`src/rtl/fir_mac_serial_pkg.sv`:
```
// Shared types and helpers for the serial FIR MAC filter (fir_mac_serial).
// Holds the FSM state encoding, pointer-width helper and the output saturation function.
package fir_pkg;

  typedef enum logic {
    IDLE = 1'b0,
    MAC  = 1'b1
  } state_t;

  // Width of a pointer that indexes n entries; never narrower than one bit.
  function automatic int ptr_width(input int n);
    return ($clog2(n) < 1) ? 1 : $clog2(n);
  endfunction

  // Clamp a sign-extended value into the signed range of a w-bit word.
  // The caller truncates the result to w bits.
  function automatic logic signed [63:0] sat_to_width(input logic signed [63:0] v,
                                                       input int w);
    logic signed [63:0] hi;
    logic signed [63:0] lo;
    hi = (64'sd1 <<< (w - 1)) - 64'sd1;
    lo = -(64'sd1 <<< (w - 1));
    if (v > hi) begin
      return hi;
    end
    if (v < lo) begin
      return lo;
    end
    return v;
  endfunction

endpackage

```
`src/rtl/fir_mac_serial_if.sv`:
```
// Sample-in / result-out bus of fir_mac_serial: valid/ready input handshake,
// packed coefficient word and the registered result with its valid pulse.
interface fir_mac_serial_if #(
  parameter int NB_IN     = 8,
  parameter int NB_COEFFS = 8,
  parameter int N_COEFFS  = 8,
  parameter int NB_OUT    = NB_IN + NB_COEFFS + $clog2(N_COEFFS)
);

  logic signed [NB_IN-1:0]            i_data;
  logic                               i_valid;
  logic                               o_ready;
  logic [NB_COEFFS*N_COEFFS-1:0]      i_coeffs;
  logic signed [NB_OUT-1:0]           o_data;
  logic                               o_valid;

  modport master (
    output i_data,
    output i_valid,
    output i_coeffs,
    input  o_ready,
    input  o_data,
    input  o_valid
  );

  modport slave (
    input  i_data,
    input  i_valid,
    input  i_coeffs,
    output o_ready,
    output o_data,
    output o_valid
  );

endinterface

```
`src/rtl/fir_mac_serial_mac_unit.sv`:
```
// Signed multiply-accumulate with synchronous clear and enable.
// sum_o is the value the accumulator takes at the next edge, so a caller can
// capture the final sum in the same cycle the last product is added.
module fir_mac_unit #(
  parameter int NB_A   = 8,
  parameter int NB_B   = 8,
  parameter int NB_ACC = 19
) (
  input  logic                     clk_i,
  input  logic                     rst_n_i,
  input  logic                     clr_i,
  input  logic                     en_i,
  input  logic signed [NB_A-1:0]   a_i,
  input  logic signed [NB_B-1:0]   b_i,
  output logic signed [NB_ACC-1:0] sum_o
);

  logic signed [NB_A+NB_B-1:0] prod;
  logic signed [NB_ACC-1:0]    acc_q;
  logic signed [NB_ACC-1:0]    acc_d;

  assign prod = a_i * b_i;

  always_comb begin
    acc_d = acc_q;
    if (clr_i) begin
      acc_d = '0;
    end else if (en_i) begin
      acc_d = acc_q + NB_ACC'(prod);
    end
  end

  always_ff @(posedge clk_i or negedge rst_n_i) begin
    if (!rst_n_i) begin
      acc_q <= '0;
    end else begin
      acc_q <= acc_d;
    end
  end

  assign sum_o = acc_d;

endmodule

```
`src/rtl/fir_mac_serial.sv`:
```
// Serial FIR filter: one MAC walks N_COEFFS taps over a circular delay line per sample.
// Optional output saturation is built when FIR_MAC_SERIAL_SAT_EN is defined.
//
//   state | meaning
//   ------+--------------------------------------------------------------
//   IDLE  | o_ready=1, waiting for a sample; accepts on i_valid
//   MAC   | o_ready=0, one tap per cycle; last tap loads the output register
module fir_mac_serial
  import fir_pkg::*;
#(
  parameter int NB_IN     = 8,
  parameter int NB_COEFFS = 8,
  parameter int N_COEFFS  = 8,
  parameter int NB_ACC    = NB_IN + NB_COEFFS + $clog2(N_COEFFS),
  parameter int NB_OUT    = NB_ACC
) (
  input  logic               i_clock,
  input  logic               i_rst_n,
  fir_mac_serial_if.slave    bus
);

  localparam int             PW   = ptr_width(N_COEFFS);
  localparam logic [PW-1:0]  LAST = PW'(N_COEFFS - 1);

  state_t                    state_q;
  state_t                    state_d;
  logic [PW-1:0]             wr_ptr_q;
  logic [PW-1:0]             wr_ptr_d;
  logic [PW-1:0]             rd_ptr_q;
  logic [PW-1:0]             rd_ptr_d;
  logic [PW-1:0]             tap_q;
  logic [PW-1:0]             tap_d;
  logic signed [NB_OUT-1:0]  out_q;
  logic signed [NB_OUT-1:0]  out_d;
  logic                      valid_q;
  logic                      valid_d;
  logic signed [NB_IN-1:0]   delay_q [N_COEFFS];

  logic                      accept;
  logic                      mac_clr;
  logic                      mac_en;
  logic                      ready;
  logic signed [NB_IN-1:0]   sample_k;
  logic signed [NB_COEFFS-1:0] coeff_k;
  logic signed [NB_ACC-1:0]  acc_nxt;
  logic signed [NB_OUT-1:0]  out_conv;

  assign sample_k = delay_q[rd_ptr_q];
  assign coeff_k  = bus.i_coeffs[int'(tap_q)*NB_COEFFS +: NB_COEFFS];

  fir_mac_unit #(
    .NB_A   (NB_IN),
    .NB_B   (NB_COEFFS),
    .NB_ACC (NB_ACC)
  ) u_mac (
    .clk_i   (i_clock),
    .rst_n_i (i_rst_n),
    .clr_i   (mac_clr),
    .en_i    (mac_en),
    .a_i     (sample_k),
    .b_i     (coeff_k),
    .sum_o   (acc_nxt)
  );

`ifdef FIR_MAC_SERIAL_SAT_EN
  always_comb begin
    if (NB_OUT < NB_ACC) begin
      out_conv = NB_OUT'(sat_to_width(64'(acc_nxt), NB_OUT));
    end else begin
      out_conv = acc_nxt[NB_OUT-1:0];
    end
  end
`else
  assign out_conv = acc_nxt[NB_OUT-1:0];
`endif

  always_comb begin
    state_d  = state_q;
    wr_ptr_d = wr_ptr_q;
    rd_ptr_d = rd_ptr_q;
    tap_d    = tap_q;
    out_d    = out_q;
    valid_d  = 1'b0;
    accept   = 1'b0;
    mac_clr  = 1'b0;
    mac_en   = 1'b0;
    ready    = 1'b0;
    case (state_q)
      IDLE: begin
        ready = 1'b1;
        if (bus.i_valid) begin
          accept   = 1'b1;
          mac_clr  = 1'b1;
          tap_d    = '0;
          rd_ptr_d = wr_ptr_q;
          state_d  = MAC;
        end
      end
      MAC: begin
        mac_en   = 1'b1;
        tap_d    = tap_q + 1'b1;
        // Read pointer walks backwards through history, wrapping explicitly
        // so non-power-of-two depths work.
        rd_ptr_d = (rd_ptr_q == '0) ? LAST : rd_ptr_q - 1'b1;
        if (tap_q == LAST) begin
          state_d  = IDLE;
          tap_d    = '0;
          wr_ptr_d = (wr_ptr_q == LAST) ? '0 : wr_ptr_q + 1'b1;
          out_d    = out_conv;
          valid_d  = 1'b1;
        end
      end
      default: begin
        state_d = IDLE;
      end
    endcase
  end

  always_ff @(posedge i_clock or negedge i_rst_n) begin
    if (!i_rst_n) begin
      state_q  <= IDLE;
      wr_ptr_q <= '0;
      rd_ptr_q <= '0;
      tap_q    <= '0;
      out_q    <= '0;
      valid_q  <= 1'b0;
    end else begin
      state_q  <= state_d;
      wr_ptr_q <= wr_ptr_d;
      rd_ptr_q <= rd_ptr_d;
      tap_q    <= tap_d;
      out_q    <= out_d;
      valid_q  <= valid_d;
    end
  end

  always_ff @(posedge i_clock or negedge i_rst_n) begin
    if (!i_rst_n) begin
      for (int i = 0; i < N_COEFFS; i++) begin
        delay_q[i] <= '0;
      end
    end else if (accept) begin
      delay_q[wr_ptr_q] <= bus.i_data;
    end
  end

  assign bus.o_ready = ready;
  assign bus.o_data  = out_q;
  assign bus.o_valid = valid_q;

endmodule

```
`src/flat_wrapper.sv`:
```
// flat-port wrapper written by rule: the top's interface ports become plain ports
module fir_mac_serial_flat import fir_pkg::*;
#(
  parameter int NB_IN     = 8,
  parameter int NB_COEFFS = 8,
  parameter int N_COEFFS  = 8,
  parameter int NB_ACC    = NB_IN + NB_COEFFS + $clog2(N_COEFFS),
  parameter int NB_OUT    = NB_ACC
)
  (i_clock, i_rst_n, bus_i_data, bus_i_valid, bus_i_coeffs, bus_o_ready, bus_o_data, bus_o_valid);
  fir_mac_serial_if #(.NB_IN(NB_IN), .NB_COEFFS(NB_COEFFS), .N_COEFFS(N_COEFFS), .NB_OUT(NB_OUT)) bus_i ();
  input  logic i_clock;
  input  logic i_rst_n;
  input wire logic [$bits(bus_i.i_data)-1:0] bus_i_data;
  input wire logic [$bits(bus_i.i_valid)-1:0] bus_i_valid;
  input wire logic [$bits(bus_i.i_coeffs)-1:0] bus_i_coeffs;
  output wire logic [$bits(bus_i.o_ready)-1:0] bus_o_ready;
  output wire logic [$bits(bus_i.o_data)-1:0] bus_o_data;
  output wire logic [$bits(bus_i.o_valid)-1:0] bus_o_valid;
  assign bus_i.i_data = bus_i_data;
  assign bus_i.i_valid = bus_i_valid;
  assign bus_i.i_coeffs = bus_i_coeffs;
  assign bus_o_ready = bus_i.o_ready;
  assign bus_o_data = bus_i.o_data;
  assign bus_o_valid = bus_i.o_valid;
  fir_mac_serial #(.NB_IN(NB_IN), .NB_COEFFS(NB_COEFFS), .N_COEFFS(N_COEFFS), .NB_ACC(NB_ACC), .NB_OUT(NB_OUT)) u_core (.i_clock(i_clock), .i_rst_n(i_rst_n), .bus(bus_i));
endmodule
```
`config.mk`:
```
export PLATFORM = sky130hd
export DESIGN_NAME = fir_mac_serial_flat
export DESIGN_NICKNAME = d
export VERILOG_FILES = /design/src/rtl/fir_mac_serial_pkg.sv /design/src/rtl/fir_mac_serial_if.sv /design/src/rtl/fir_mac_serial_mac_unit.sv /design/src/rtl/fir_mac_serial.sv /design/src/flat_wrapper.sv
export SDC_FILE = /design/constraint.sdc
export NUM_CORES = 1
export LEC_CHECK = 0
export ABC_AREA = 0
export CAP_MARGIN = 10
export CORE_UTILIZATION = 55
export CTS_CLUSTER_DIAMETER = 100
export DETAILED_ROUTE_END_ITERATION = 6
export GPL_ROUTABILITY_DRIVEN = 0
export PLACE_DENSITY_LB_ADDON = 0.08
export REMOVE_ABC_BUFFERS = 1
export SYNTH_ARGS = -nofsm -noshare
export SYNTH_HDL_FRONTEND = slang
export SYNTH_HIERARCHICAL = 1
export SYNTH_SLANG_ARGS = --single-unit
```
`constraint.sdc`:
```
create_clock -name i_clock -period 12.3 [get_ports i_clock]
set_clock_uncertainty 0.05 [all_clocks]
set_input_delay 2.46 -clock i_clock [delete_from_list [all_inputs] [get_ports i_clock]]
set_output_delay 2.46 -clock i_clock [all_outputs]
set_load 0.05 [all_outputs]
```
==> results.cfg, run 1 <==
[run_status]
outcome = finished clean

[synth]
synthArstFlopShare_pct = 100.0
netlist_area_mm2 = 0.008822
yosys-top-cells-area = dfrtp_1 (32%), fa_1 (19%), mux2_2 (11%)
syn_avg_cell_area_um2 = 11.78
synth_largest_area_cell = dfrtp_1
synth.distinct_cells = 55
synth_cells = 749
synthFlopType = dfrtp_1
yosysTopAreaCellShare_pct = 32.05
yosysSeqAreaShare_pct = 32.05
synth_enable_flop_cells = 0
yosys_warnings = 6
yosys_register_bits = 113

[sta]
max_freq_mhz = 118.9
period_share_pct = 68.38
holdWs_ns = 0.4473
setup_viol = 0
slew_headroom_pct = 31.25
period_needed_ns = 8.411
rsz0062_at_grt = no
slew_viol_final = 0
worst_pin_slew_ns = 1.029
setup_tns_ns = 0
final_hold_viol_count = 0

[layout]
syn2layout_area_growth_pct = 20.39
fill_cells = 1163
final_core_util_pct = 68.85
instances_no_fill = 1070
diodes = 0
nets = 1056
drive_gt1_share_pct = 19.32

[clocking]
cts_setup_buffers = 0
htreeDepth = 4
cts_buffers = 17
cts_tree = yes
cts_resized = 0
clock_latency_ns = 0.40
cts-root-buf = clkbuf_16
clockBufferDepth = 2
path_clk_slew_ns = 0.05
numClockSinks = 113
cts_hold_buf = 0

[floorplan]
row_count = 45
core_mm2 = 0.01543
pin_count = 96
die_area_mm2 = 0.01655
dieWidth_um = 128.7
start_util_pct = 57.19
die_y_um = 128.7

[global_routing]
met3_usage_pct = 3.243
antenna_found_initial = 0
grt_pass1_wl_mm = 32.33
track_usage_pct = 25.62
grtUsageMet1_pct = 32.86
busiest_layer = met2
grt_max_degree = 60
use_met2_pct = 44.67
gr-total-overflow = 0
first_global_vias = 6457

[placement]
dp_hpwl_mm = 14.85
io_buffers = 95
post-place-cells = 1038

[min_path]
hp-class = register to register
hold-path-cell-count = 1

[critical_path]
worst_path_max_delay_cell = and2_1
path_depth = 21
cp_data_arrival_time_ns = 8.65
critPathMaxFanout = 12
endpoint_kind = register
crit_required_ns = 12.54
critPathKind = primary input to register
path_cells = clkdlybuf4s50_1 > mux4_2 > nand2_1 > nand2_1 > and2_1 > inv_1 > fa_1 > inv_1 > fa_1 > fa_1 > fa_1 > fa_1 > ha_1 > o21ai_0 > o21ai_0 > nand2_1 > o21ai_1 > o31ai_2 > xnor2_1 > a22o_1 > mux2_2
critPathTopFamily = adder cells
cp-start-kind = primary input
critPathMostFrequentCell = fa_1
slowest_delay_ns = 0.66
reg2regPathDepth = 20
regToRegSetupSlack_ns = 5.25
crit_buf_inv = 3

[detailed_routing]
firstDrtPassIters = 5
drt-initial-drc-count = 197
final_antenna_net_count = 0
drc = 0
via_per_inst = 5.407
wl_mm = 19.08
avgRoutedWirePerCell_um = 17.84
dr_total_vias = 5786

[job]
maxCapViolations = 0
==> state kept, by name, summed over array words and instances (netlist names) <==
signal and cells:
u_core/u_mac/acc_q 19, u_core/delay_q 64, u_core/rd_ptr_q 3, u_core/tap_q 3
u_core/bus.o_data 19, u_core/bus.o_valid 1, u_core/state_q 1, u_core/wr_ptr_q 3
==> final cells by class <==
cell class,instances,area (µm²),share of cell area [%]
multi-input combinational,509,5497,51.75
clock inverter,11,182.7,1.720
tap,211,264.0,2.486
sequential,113,2828,26.62
timing repair buffer,100,985.9,9.283
inverter,105,394.1,3.711
clock buffer,21,470.5,4.429
==> cell usage after synthesis (3+ instances only) <==
master / instances
dfrtp_1: 113
inv_1: 102
nand2_1: 90
mux2_2: 85
fa_1: 84
ha_1: 51
and2_1: 34
mux4_2: 32
nor2_1: 28
a21oi_1: 11
xnor2_1: 11
clkbuf_1: 9
mux2i_1: 9
buf_2: 8
o21ai_0: 8
nand2b_1: 5
xor2_1: 5
a211oi_1: 4
a21o_1: 3
a221o_1: 3
a22o_1: 3
buf_4: 3
clkinv_1: 3
nand3b_1: 3
nor3_1: 3
==> through the flow <==
step | area (µm²) | setup slack, ns
2_1_floorplan | 8718 | 4.495
3_3_place_gp | 9968 | 3.651
3_5_place_dp | 9968 | 3.467
4_1_cts | 10620 | 3.892
5_1_grt | 10620 | 3.537
6_report | 10620 | 3.889
==> worst paths after layout <==
check	from	to
max	bus_i_coeffs[0]	u_core/bus.o_data[17]
max in group asynchronous	i_rst_n	u_core/u_mac/acc_q[13]
min	u_core/delay_q[60]	u_core/delay_q[60]
max reg2reg	u_core/tap_q[0]	u_core/bus.o_data[17]
min reg2reg	u_core/delay_q[60]	u_core/delay_q[60]
min in group asynchronous	i_rst_n	u_core/delay_q[17]
==> placed cells by master, fill, tap and decap left out, types with 17 or more instances in the layout <==
cell type / count
and2_1: 34
clkbuf_16: 17
clkdlybuf4s50_1: 94
dfrtp_1: 113
fa_1: 84
ha_1: 51
inv_1: 102
mux2_2: 85
mux4_2: 32
nand2_1: 90
nor2_1: 28
==> cell families after synthesis <==
group           synth area share [%]
compound gates                 4.425
xor+xnor                       1.588
fa+ha+maj                      26.29
buf+inv                        5.645
flops                          32.05
mux                            20.04
simple gates                   9.956
==> layer usage <==
metal,routed length (µm),share of wire (%)
met2,9796,51
met3,573,3.0
met4,387,2.0
met5,0,0
met1,8326,44
Power of run 1 is not shown: default switching activity piles up to over one toggle a cycle in this logic, so the estimate is an artifact.
==> inputs of run 2 (changes only) <==
==> constraint.sdc (replaced) <==
create_clock -name i_clock -period 7.9 [get_ports i_clock]
set_clock_uncertainty 0.05 [all_clocks]
set_input_delay 1.58 -clock i_clock [delete_from_list [all_inputs] [get_ports i_clock]]
set_output_delay 1.58 -clock i_clock [all_outputs]
set_load 0.05 [all_outputs]
==> run 2 against run 1 <==
Against the previous run: worst setup slack got worse by 3.3 ns; global-route usage rose by 0.062 points; register-to-register slack got worse by 4.2 ns; via count is 0.21% higher; sequential share of layout area up 0.17 points; worst hold slack improved by 0.0012 ns; die area unchanged; largest cell class unchanged; highest routed layer unchanged.
==> results.cfg, run 2 (synthesis results as in run 1) <==
[run_status]
outcome = finished clean

[clocking]
cts_setup_buffers = 0
cts_resized = 0
cts_buffers = 17
cts-root-buf = clkbuf_16
path_clk_slew_ns = 0.06
clockBufferDepth = 2
htreeDepth = 4
cts_hold_buf = 0
clock_latency_ns = 0.40
numClockSinks = 113
cts_tree = yes

[sta]
final_hold_viol_count = 0
worst_pin_slew_ns = 1.019
slew_viol_final = 0
setup_viol = 0
setup_tns_ns = 0
max_freq_mhz = 137.3
period_needed_ns = 7.282
period_share_pct = 92.17
slew_headroom_pct = 32.07
rsz0062_at_grt = no

[global_routing]
grt_max_degree = 58
grt_pass1_wl_mm = 32.35
first_global_vias = 6515
antenna_found_initial = 0
gr-total-overflow = 0
track_usage_pct = 25.68

[critical_path]
worst_path_max_delay_cell = fa_1
cp-start-kind = primary input
crit_required_ns = 8.14
cp_data_arrival_time_ns = 7.52
regToRegSetupSlack_ns = 1.06
critPathMaxFanout = 8
path_cells = clkdlybuf4s50_1 > mux4_2 > nand2_1 > nand2_1 > and2_1 > inv_1 > fa_1 > inv_1 > fa_1 > fa_1 > fa_1 > fa_1 > ha_1 > o21ai_0 > o21ai_0 > nand2_1 > o21ai_1 > o31ai_2 > xnor2_1 > a22o_1 > mux2_2
slowest_delay_ns = 0.59
critPathTopFamily = adder cells
crit_buf_inv = 3
endpoint_kind = register
critPathKind = primary input to register
critPathMostFrequentCell = fa_1

[floorplan]
die_y_um = 128.7
core_mm2 = 0.01543
row_count = 45
dieWidth_um = 128.7
pin_count = 96
die_area_mm2 = 0.01655
start_util_pct = 57.19

[layout]
syn2layout_area_growth_pct = 19.64
final_core_util_pct = 68.42
top_register = u_core/delay_q
layout_common_cells = dfrtp_1 (113), inv_1 (102), clkdlybuf4s50_1 (94)
final_common_cell = dfrtp_1
largest_reg_flops = 64
diodes = 0
nets = 1058
drive_gt1_share_pct = 19.30
fill_cells = 1164

[detailed_routing]
drt-initial-drc-count = 165
wl_mm = 18.95
final_antenna_net_count = 0
firstDrtPassIters = 4
drc = 0
dr_total_vias = 5798
via_per_inst = 5.414
avgRoutedWirePerCell_um = 17.69

[placement]
io_buffers = 95
dp_hpwl_mm = 14.83

[min_path]
hp-class = register to register

[job]
maxCapViolations = 0
[run 2: final timing paths]
check,to,start,cells past startpoint
min in group asynchronous,u_core/delay_q[56],i_rst_n,1
worst min-delay path,u_core/bus.o_data[15],u_core/bus.o_data[15],1
worst max-delay path,u_core/bus.o_data[17],bus_i_coeffs[8],21
max in group asynchronous,u_core/delay_q[27],i_rst_n,2
worst max register to register,u_core/bus.o_data[17],u_core/tap_q[0],20
worst min register to register,u_core/bus.o_data[15],u_core/bus.o_data[15],1
[run 2: metal layers]
layer / track usage [%] / up-vias / routed length (µm)
li1: - / 2698 / -
met1: 31.86 / 2972 / 8108
met2: 46.14 / 108 / 9884
met3: 4.532 / 20 / 696
met4: 7.266 / 0 / 256
met5: 0 / - / 0
[run 2: final cells by class]
| type | count | area [µm²] | area share, % |
|---|---|---|---|
| timing repair buffer | 102 | 1001 | 9.483 |
| multi-input combinational | 509 | 5497 | 52.07 |
| sequential | 113 | 2828 | 26.79 |
| clock buffer | 21 | 460.4 | 4.362 |
| inverter | 105 | 394.1 | 3.734 |
| tap | 211 | 264.0 | 2.501 |
| clock inverter | 10 | 111.4 | 1.055 |
[run 2: through the flow]
step                      instances  area (µm²)  hold slack, ns  setup WS [ns]
after floorplan                 727        8718          0.4239         0.9747
after global placement         1040        9983          0.4316         0.4149
after detailed placement       1040        9983          0.4399         0.2527
after CTS                      1071       10560          0.4527         0.6719
after global routing           1071       10560          0.4638         0.2917
final                          1071       10560          0.4485         0.6183
[run 2: worst register-to-register path, stage by stage (launching register included)]
cell and delay, ns:
dfrtp_1 1.01, mux4_2 0.62, nand2_1 0.08, nand2_1 0.18, and2_1 0.34, inv_1 0.13
fa_1 0.41, inv_1 0.08, fa_1 0.44, fa_1 0.59, fa_1 0.45, fa_1 0.45
ha_1 0.33, o21ai_0 0.13, o21ai_0 0.32, nand2_1 0.11, o21ai_1 0.27, o31ai_2 0.10
xnor2_1 0.13, a22o_1 0.24, mux2_2 0.25
Power of run 2 is left out for the same reason.
==> inputs of run 3 (changes only) <==
--- a/config.mk
+++ b/config.mk
@@ -13,6 +13,7 @@
 export GPL_ROUTABILITY_DRIVEN = 0
 export PLACE_DENSITY_LB_ADDON = 0.08
 export REMOVE_ABC_BUFFERS = 1
+export SLEW_MARGIN = 20
 export SYNTH_ARGS = -nofsm -noshare
 export SYNTH_HDL_FRONTEND = slang
 export SYNTH_HIERARCHICAL = 1
==> run 3 against run 2 <==
Against the previous run: cell count is the same; global-route usage stayed put; maximum frequency hardly changed; utilization is essentially flat; worst setup slack improved by 0.0013 ns; cell area is essentially flat; critical path depth is the same; critical path type unchanged; highest routed layer unchanged.
==> results.cfg, run 3 (synthesis results as in run 1) <==
[floorplan]
pin_count = 96
die_area_mm2 = 0.01655
core_mm2 = 0.01543
row_count = 45
dieWidth_um = 128.7
start_util_pct = 57.19
die_y_um = 128.7

[detailed_routing]
avgRoutedWirePerCell_um = 17.70
firstDrtPassIters = 4
drt-initial-drc-count = 204
wl_mm = 18.96
final_antenna_net_count = 0
via_per_inst = 5.401
drc = 0
dr_total_vias = 5784

[sta]
final_hold_viol_count = 0
slew_viol_final = 0
slew_headroom_pct = 32.95
period_needed_ns = 7.280
rsz0062_at_grt = no
setup_tns_ns = 0
setup_viol = 0
worst_pin_slew_ns = 1.003
period_share_pct = 92.16
max_freq_mhz = 137.4

[min_path]
min_to = u_core/bus.o_data[15]
hold-path-cell-count = 1
hp-class = register to register
worstHoldStart = u_core/bus.o_data[15]

[layout]
largest_reg_flops = 64
diodes = 0
nets = 1058
final_common_cell = dfrtp_1
drive_gt1_share_pct = 19.42
top_register = u_core/delay_q
layout_common_cells = dfrtp_1 (112), inv_1 (102), clkdlybuf4s50_1 (94)
syn2layout_area_growth_pct = 19.66

[critical_path]
r2r-end = u_core/bus.o_data[17]
cp-start-kind = primary input
endpoint_kind = register
crit_required_ns = 8.14
cp_data_arrival_time_ns = 7.52
r2r-start = u_core/rd_ptr_q[0]
critPathMaxFanout = 8
regToRegSetupSlack_ns = 1.11
reg2regPathDepth = 20
critPathKind = primary input to register

[placement]
dp_hpwl_mm = 14.83
io_buffers = 95

[clocking]
path_clk_slew_ns = 0.06
cts_setup_buffers = 0
cts_buffers = 17
numClockSinks = 113
cts_resized = 0
cts_hold_buf = 0
clockBufferDepth = 2
cts-root-buf = clkbuf_16
htreeDepth = 4
cts_tree = yes
clock_latency_ns = 0.40

[job]
maxCapViolations = 0

[global_routing]
first_global_vias = 6515
grt_max_degree = 58
antenna_found_initial = 0
gr-total-overflow = 0
track_usage_pct = 25.68
grt_pass1_wl_mm = 32.35

[run_status]
outcome = finished clean
==> run 3: worst max-delay path by stage <==
stage	slack, ns	endpoint	start
6_report	0.62	u_core/bus.o_data[17]	bus_i_coeffs[8]
5_1_grt	0.29	u_core/bus.o_data[17]	bus_i_coeffs[16]
4_1_cts	0.67	u_core/bus.o_data[17]	bus_i_coeffs[40]
3_5_place_dp	0.25	u_core/bus.o_data[17]	bus_i_coeffs[40]
3_3_place_gp	0.41	u_core/bus.o_data[17]	bus_i_coeffs[42]
2_1_floorplan	0.97	u_core/bus.o_data[17]	bus_i_coeffs[40]
==> run 3: worst max-delay path, cell delays in order <==
cell and delay, ns:
clkdlybuf4s50_1 0.47, mux4_2 0.24, nand2_1 0.06, nand2_1 0.23, and2_1 0.45, inv_1 0.11, fa_1 0.49, inv_1 0.05
fa_1 0.47, fa_1 0.59, fa_1 0.45, fa_1 0.45, ha_1 0.34, o21ai_0 0.13, o21ai_0 0.32, nand2_1 0.11
o21ai_1 0.26, o31ai_2 0.10, xnor2_1 0.13, a22o_1 0.24, mux2_2 0.25
==> run 3: metrics by stage <==
| step | hold slack (ns) | cells | utilization, % | instance area, µm² | setup WS [ns] |
|---|---|---|---|---|---|
| floorplan | 0.4239 | 727 | - | 8718 | 0.9747 |
| global placement | 0.4316 | 1040 | 64.71 | 9983 | 0.4149 |
| detailed placement | 0.4399 | 1040 | 64.71 | 9983 | 0.2527 |
| CTS | 0.4527 | 1071 | 68.42 | 10560 | 0.6719 |
| global route | 0.4638 | 1071 | 68.43 | 10560 | 0.2932 |
| finish | 0.4485 | 1071 | 68.43 | 10560 | 0.6196 |
==> run 3: layout make-up <==
class                      instances  area (µm²)
tap                              211       264.0
clock buffer                      21       460.4
sequential                       113        2829
inverter                         105       394.1
clock inverter                    10       111.4
multi-input combinational        509        5497
timing repair buffer             102        1001
fill                            1164        4871
==> run 3: metal layers <==
metal | global-route usage, % | wire length (µm)
met4 | 7.266 | 252
met5 | 0 | 0
met1 | 31.86 | 8075
met2 | 46.14 | 9899
met3 | 4.532 | 734
Power of run 3 is left out for the same reason.
